File: config.mk
export PLATFORM = sky130hd
export DESIGN_NAME = ila_trigger_gen
export DESIGN_NICKNAME = d
export VERILOG_FILES = /design/src/rtl/ila_trigger_gen.sv
export SDC_FILE = /design/constraint.sdc
export NUM_CORES = 1
export LEC_CHECK = 0
export BUFFER_PORTS_ARGS = -buffer_cell sky130_fd_sc_hd__buf_2
export CAP_MARGIN = 40
export CORE_ASPECT_RATIO = 0.8
export CORE_UTILIZATION = 42
export DETAILED_ROUTE_END_ITERATION = 12
export GPL_ROUTABILITY_DRIVEN = 0
export MAX_ROUTING_LAYER = met4
export PLACE_DENSITY = 0.73
export SLEW_MARGIN = 25
export SYNTH_ARGS = -nofsm -noshare
export SYNTH_HDL_FRONTEND = slang
export SYNTH_SLANG_ARGS = --single-unit
File: constraint.sdc
create_clock -name clk -period 4.85 [get_ports clk]
set_clock_uncertainty 0.15 [all_clocks]
set_input_delay 0.2425 -clock clk [delete_from_list [all_inputs] [get_ports clk]]
set_output_delay 0.2425 -clock clk [all_outputs]
set_load 0.01 [all_outputs]
File: src/rtl/ila_trigger_gen.sv
// rtl/ila_trigger_gen.sv - masked-pattern trigger qualifier feeding the ILA capture block
// Optional timeout trigger enabled by defining ILA_TRIG_TIMEOUT_EN.
module ila_trigger_gen #(
  parameter int DATA_WIDTH = 64,
  parameter int CNT_WIDTH  = 8
) (
  input  logic                  clk,
  input  logic                  rst_n,
  input  logic [DATA_WIDTH-1:0] probe_in,
  input  logic                  probe_valid,
  input  logic                  arm,
  input  logic                  disarm,
  input  logic [DATA_WIDTH-1:0] cfg_pattern,
  input  logic [DATA_WIDTH-1:0] cfg_mask,
  input  logic [1:0]            cfg_mode,
  input  logic [CNT_WIDTH-1:0]  cfg_match_cnt,
`ifdef ILA_TRIG_TIMEOUT_EN
  input  logic [CNT_WIDTH-1:0]  cfg_timeout,
`endif
  output logic [DATA_WIDTH-1:0] data_out,
  output logic                  data_valid,
  output logic                  trigger_out,
  output logic                  timeout_flag,
  output logic [1:0]            state_out,
  output logic [CNT_WIDTH-1:0]  event_cnt
);

  typedef enum logic [1:0] {
    ST_IDLE  = 2'b00,
    ST_ARMED = 2'b01,
    ST_FIRED = 2'b10
  } state_t;

  localparam logic [1:0] MODE_EDGE   = 2'd1;
  localparam logic [1:0] MODE_CONSEC = 2'd2;
  localparam logic [CNT_WIDTH:0] ONE = 1;

  state_t                state_q, state_d;
  logic [DATA_WIDTH-1:0] probe_q, probe_d, dout_q, dout_d;
  logic [DATA_WIDTH-1:0] pattern_q, pattern_d, mask_q, mask_d;
  logic                  vld_q, vld_d, hit_q, hit_d, dvld_q, dvld_d, trig_q, trig_d;
  logic                  last_hit_q, last_hit_d;
  logic [1:0]            mode_q, mode_d;
  logic [CNT_WIDTH-1:0]  match_cnt_q, match_cnt_d, evt_cnt_q, evt_cnt_d;
  logic [CNT_WIDTH:0]    eff_cnt, evt_next;
  logic                  qual;
`ifdef ILA_TRIG_TIMEOUT_EN
  logic                  tflag_q, tflag_d;
  logic [CNT_WIDTH-1:0]  timer_q, timer_d, timeout_q, timeout_d;
  logic [CNT_WIDTH:0]    timer_next;
`endif

  always_comb begin
    probe_d     = probe_in;
    vld_d       = probe_valid;
    hit_d       = probe_valid & (((probe_in ^ pattern_q) & mask_q) == '0);
    dout_d      = probe_q;
    dvld_d      = vld_q;
    trig_d      = 1'b0;
    state_d     = state_q;
    pattern_d   = pattern_q;
    mask_d      = mask_q;
    mode_d      = mode_q;
    match_cnt_d = match_cnt_q;
    evt_cnt_d   = evt_cnt_q;
    last_hit_d  = vld_q ? hit_q : last_hit_q;
    eff_cnt     = (match_cnt_q == '0) ? ONE : {1'b0, match_cnt_q};
    evt_next    = {1'b0, evt_cnt_q} + ONE;
    qual        = vld_q & ((mode_q == MODE_EDGE) ? (hit_q & ~last_hit_q) : hit_q);
`ifdef ILA_TRIG_TIMEOUT_EN
    tflag_d     = tflag_q;
    timer_d     = timer_q;
    timeout_d   = timeout_q;
    timer_next  = {1'b0, timer_q} + ONE;
`endif
    if (disarm) begin
      state_d = ST_IDLE;
    end else if (arm) begin
      state_d     = ST_ARMED;
      pattern_d   = cfg_pattern;
      mask_d      = cfg_mask;
      mode_d      = cfg_mode;
      match_cnt_d = cfg_match_cnt;
      evt_cnt_d   = '0;
      last_hit_d  = 1'b0;
`ifdef ILA_TRIG_TIMEOUT_EN
      tflag_d     = 1'b0;
      timer_d     = '0;
      timeout_d   = cfg_timeout;
`endif
    end else if (state_q == ST_ARMED) begin
      if (qual) begin
        evt_cnt_d = evt_next[CNT_WIDTH] ? evt_cnt_q : evt_next[CNT_WIDTH-1:0];
        if (evt_next >= eff_cnt) begin
          trig_d  = 1'b1;
          state_d = ST_FIRED;
        end
      end else if (vld_q && !hit_q && mode_q == MODE_CONSEC) begin
        evt_cnt_d = '0;
      end
`ifdef ILA_TRIG_TIMEOUT_EN
      timer_d = timer_next[CNT_WIDTH] ? timer_q : timer_next[CNT_WIDTH-1:0];
      // a real match in the same cycle takes precedence over the timeout
      if (!trig_d && timeout_q != '0 && timer_next >= {1'b0, timeout_q}) begin
        trig_d  = 1'b1;
        tflag_d = 1'b1;
        state_d = ST_FIRED;
      end
`endif
    end
  end

  always_ff @(posedge clk) begin
    if (!rst_n) begin
      state_q     <= ST_IDLE;
      probe_q     <= '0;
      vld_q       <= 1'b0;
      hit_q       <= 1'b0;
      dout_q      <= '0;
      dvld_q      <= 1'b0;
      trig_q      <= 1'b0;
      pattern_q   <= '0;
      mask_q      <= '0;
      mode_q      <= '0;
      match_cnt_q <= '0;
      evt_cnt_q   <= '0;
      last_hit_q  <= 1'b0;
`ifdef ILA_TRIG_TIMEOUT_EN
      tflag_q     <= 1'b0;
      timer_q     <= '0;
      timeout_q   <= '0;
`endif
    end else begin
      state_q     <= state_d;
      probe_q     <= probe_d;
      vld_q       <= vld_d;
      hit_q       <= hit_d;
      dout_q      <= dout_d;
      dvld_q      <= dvld_d;
      trig_q      <= trig_d;
      pattern_q   <= pattern_d;
      mask_q      <= mask_d;
      mode_q      <= mode_d;
      match_cnt_q <= match_cnt_d;
      evt_cnt_q   <= evt_cnt_d;
      last_hit_q  <= last_hit_d;
`ifdef ILA_TRIG_TIMEOUT_EN
      tflag_q     <= tflag_d;
      timer_q     <= timer_d;
      timeout_q   <= timeout_d;
`endif
    end
  end

  assign data_out    = dout_q;
  assign data_valid  = dvld_q;
  assign trigger_out = trig_q;
  assign state_out   = state_q;
  assign event_cnt   = evt_cnt_q;
`ifdef ILA_TRIG_TIMEOUT_EN
  assign timeout_flag = tflag_q;
`else
  assign timeout_flag = 1'b0;
`endif

endmodule

* After elaboration in Yosys (flattened, before gate mapping) *
Index checks and enable logic that the tools add are counted.
Widths: inputs -> output; s select.

operators by class
  $lt $le $gt $ge = 1
  mux-type cells = 15
  equal/unequal tests = 4
  reduce and logical (&&, ||, !) cells = 16
  add/subtract/negate cells = 1
  bitwise logic cells = 10

operator list
  kind                 count
  $and 64x64->64       1
  $logic_not 64->1     1
  $xor 64x64->64       1
  $mux 8               6
  $add 8x1->9 const B  1
  $ge 9x8->1           1
  $mux 1               9
  $logic_not 8->1      1
  $reduce_and 3->1     2
  $reduce_bool 2->1    3
  $not 1->1            5
  $reduce_or 5->1      1
  $eq 2x1->1 const B   2
  $reduce_and 4->1     1
  $and 1x1->1          3
  $ne 3x3->1 const B   1
  $reduce_bool 3->1    1
  $reduce_or 3->1      1
  $eq 2x2->1 const B   1
  $logic_and 1x1->1    2
  $reduce_and 2->1     1
  $reduce_or 2->1      1
  $logic_not 1->1      1

word-level totals
  word-level logic and storage cells = 61
  flip-flop bits (word level) = 281

* Logic depth before layout (Yosys ltp) *
  depth after elaboration = 7
  gate-level depth with buffers = 11

* Least setup slack after synthesis *
No wires, ideal clock.

  path kind = register to register
  start = reg evt_cnt_q[0], in the netlist event_cnt[0]
  end = reg state_q[1], in the netlist state_out[1]
  data required time = 4583 ps
  stages on the path, launching flop included = 12
  clock period less this slack = 2400 ps
  data arrival time = 2133 ps
  slack = 2450 ps
  setup time = 117 ps
  cell sequence = dfxtp_1 -> ha_1 -> and2_1 -> nand2_1 -> xnor2_1 -> ha_1 -> a21o_1 -> a21o_1 -> a21oi_1 -> o221ai_1 -> a31oi_1 -> nor2b_1

between the ends
  cells in the longest elaborated chain, start to end = 3

RTL lines
  element                     line  source
  start: declaration          44    logic [CNT_WIDTH-1:0] match_cnt_q, match_cnt_d, evt_cnt_q, evt_cnt_d;
  start signal: assignment    145   evt_cnt_q <= evt_cnt_d;
  $add 8x1->9                 68    evt_next = {1'b0, evt_cnt_q} + ONE;
  $ge 9x8->1                  94    if (evt_next >= eff_cnt) begin
  $reduce_and 3->1 (no line)  n/a
  end signal: assignment      134   state_q <= state_d;
  end: declaration            38    state_t state_q, state_d;

No other way between the ends.
A chain may end at the register's enable or synchronous reset.

* Worst setup path after layout *
Same ends and word-level chain as after synthesis.

==> results by group <==
Outcome
  • Outcome: completed

Setup path
  • Delay-heaviest family, CP: compound AO/OA/AOI/OAI gates
  • CP max stage delay: between 400 and 500 ps
  • CP required: around 5000 ps
  • Worst EP arrival: roughly 3000 ps
  • Critical path endpoint category: flop
  • Buf/Inv on CP: 0
  • CP Class: reg2reg
  • Largest fanout on the critical path: 6
  • Crit path cell chain: ha_1, and2_1, nand2_1, xnor2_1, ha_1, a21o_1, a21o_1, a21oi_1, o221ai_1, a31oi_1, nor2b_1
  • Crit-path slowest cell: dfxtp_1
  • Startpoint Class: flop

Floorplan
  • Core ar.: between 20000 and 25000 um2
  • Initial Util: 0.434
  • Die area: between 20000 and 30000 um2
  • Row count: 50
  • IO Count: between 200 and 300
  • Die Ht: about 140 um
  • DIE WIDTH: ~180 um

Power and ir drop
  • Cell-internal power: between 3 and 4 mW
  • Clock power frac: 0.416
  • Net load switching power: 1.26 mW
  • Max IR drop VDD: between 0.0003 and 0.0004 V
  • Pwr Total: 5.22 mW
  • PD cells: between 300 and 400 nW/um2
  • Seq pwr share: 0.471
  • Leak pwr: ~6.8 nW
  • Switching part of the total: 0.241
  • Comb pwr share: 0.112

STA
  • Max Clk Rate: between 300 and 400 MHz
  • Unrepaired setup endpoints after global routing: false
  • Slew at the pin closest to its max-slew limit: approximately 620 ps
  • Total negative slack: 0 ps
  • Final slew viol count: 0
  • Fin. Hold Viols: 0
  • Slew margin rel.: 0.589
  • # setup viols final: 0
  • Fin crit share: 0.564
  • Post-route minimum period: roughly 2700 ps

Clock tree
  • Num CTS Buffers: 28
  • Resized Gates After CTS: 0
  • CTS tree: done
  • Worst-Skew Late Latency: roughly 550 ps
  • Clock root buffer: clkbuf_16
  • Post-CTS Setup Bufs: 0
  • Clock Tree Buf Depth: 3
  • H-tree depth: 1
  • CTS sink cnt: 281
  • Clock transition at the registers of the reported paths: approximately 60 ps

Final layout
  • Final std cells w/o fill: 1924
  • Nets: 1804
  • Share of layout cells above drive strength 1: 0.212
  • Final core occ: 0.646
  • Fillers: about 1800
  • Area grow syn2layout: 48.7%

Route
  • Starting DRT DRC Count: 557
  • Post-Route WL: 32000 um
  • Avg WL per Cell: around 17 um
  • DRT Pass-1 Iters: 5
  • Vias per cell: 4.77
  • Drt drc: 0
  • Vias post-DR: between 9000 and 10000
  • DRT antenna net count: 0

Placement
  • Post-detail-place hpwl: about 19000 um
  • Placed cells: 1631
  • IO Port Bufs: 282

Logic synthesis
  • EDFF count, synth: 0
  • Synth Flop Type: dfxtp_1
  • Library cells used by synthesis: 43
  • Top cells by area, synth: dfxtp_1 (55%), nand2_1 (10%), a21boi_0 (10%), and2_1 (8.0%), xor2_1 (5.5%)
  • Synthesized netlist net count: approximately 1300
  • Adder-cell share of the synthesized area: 0.0109
  • Syn_area_per_cell: 9.42 um2
  • Synth Warn #: 0
  • Sequential area share after synthesis: 0.546
  • Most numerous cell in the Yosys netlist: nand2_1
  • Share of the synthesized area in the top cell type: 0.546
  • Synthesized instance count: between 1000 and 1500
  • Area fraction in compound gates after synthesis: 0.143
  • Simple-gate share of the synthesized area: 0.213
  • Post-Synth XOR/XNOR Area: 0.0587
  • Post-synthesis mux area share: 0
  • Dominant cell type by area after synthesis: dfxtp_1
  • Synth cell count leaders: nand2_1 (285), dfxtp_1 (281), a21boi_0 (138)
  • Yosys reg bits: about 280
  • Main combinational cell family by area after synthesis: simple AND/OR/NAND/NOR gates
  • Post-Synthesis Cell Area: about 10000 um2
  • Asr flop ratio synth: 0

Global routing
  • Pin count of the biggest net entering global routing: between 100 and 150
  • Antenna violations before repair: 4
  • GRT Util Overall: 0.257
  • Vias in the first global route: approximately 9400
  • First-pass GRT wire length: between 40000 and 50000 um
  • Overflow after GRT: 0

Hold path
  • Hold Path Class: reg2reg

Run
  • Max-Cap Viols: 0
[cell type report]
| cell class | count | area, um2 | area share |
|---|---|---|---|
| flip-flops and latches | 281 | 5630 | 0.367 |
| multi-input cells | 740 | 4400 | 0.287 |
| repair buffers | 529 | 3940 | 0.257 |
| clock buffers | 34 | 723 | 0.0472 |
| well taps | 312 | 390 | 0.0255 |
| clock inverters | 16 | 190 | 0.0124 |
| inverters | 8 | 30.0 | 0.00196 |
| diodes | 4 | 10.0 | 0.000654 |
[worst paths after layout]
kind | from | depth (start not counted) | to | slack, ps
worst max register to register | event_cnt[0] | 11 | state_out[1] | 2110
worst min-delay path | dout_d[17] | 1 | data_out[17] | 280
worst min register to register | dout_d[17] | 1 | data_out[17] | 280
worst max-delay path | event_cnt[0] | 11 | state_out[1] | 2110
[registers in the layout (all words and copies together) (netlist names)]
name         count
data_out        64
dout_d          64
mask_q          64
pattern_q       64
event_cnt        8
match_cnt_q      8
mode_q           2
state_out        2
data_valid       1
dvld_d           1
hit_q            1
last_hit_q       1
trigger_out      1
[layer usage]
metal / track usage / wire (um)
met5: - / 0
met2: 0.442 / 15800
met4: 0.0767 / 816
met1: 0.305 / 13500
met3: 0.0454 / 1820
[power by group through the flow]
| stage | Clock, mW | Combinational, mW | Sequential [mW] |
|---|---|---|---|
| after detailed placement | 0 | 0.420 | 2.50 |
| final | 2.17 | 0.586 | 2.46 |
| after CTS | 2.20 | 0.573 | 2.45 |
| after floorplan | 0 | 0.210 | 2.51 |
| after global routing | 2.30 | 0.638 | 2.47 |
| after global placement | 0 | 0.410 | 2.50 |
[stage by stage]
stage               worst slack, ps  instance area (um2)  hold slack (ps)
global route                   1940                15300              289
floorplan                      2450                10300              214
detailed placement             2170                12000              267
global placement               2340                11900              263
finish                         2110                15300              281
CTS                            2130                15300              259
[cell families after synthesis]
| logic type | after synthesis |
|---|---|
| flip-flops | 281 |
| XOR/XNOR | 69 |
| other | 1 |
| AND/OR/NAND/NOR | 465 |
| buffers and inverters | 72 |
| adder cells (fa/ha/maj) | 9 |
| AO/OA/AOI/OAI | 196 |
[cells in the final DEF, fill, tap and decap left out, types with 7 or more instances in the layout]
master         Yosys  final
ha_1               9      9
a21oi_1           11     11
a21boi_0         138    138
inv_1              8      8
nor2b_1            9      8
dfxtp_1          281    281
and2_1           131    131
nor2_1             9      9
buf_2              4    281
a221oi_1          12     12
dlygate4sd3_1      0    238
a22o_1            11     11
nand2_1          285    285
clkbuf_16          0     28
a22oi_1            7      7
xor2_1            65     65
[timing repair]
action                                 CTS  global route
setup endpoints to repair                0             0
hold buffers                           238             0
endpoints found under the hold margin  220             0
Note: power is estimated with default switching activity, not from simulation.
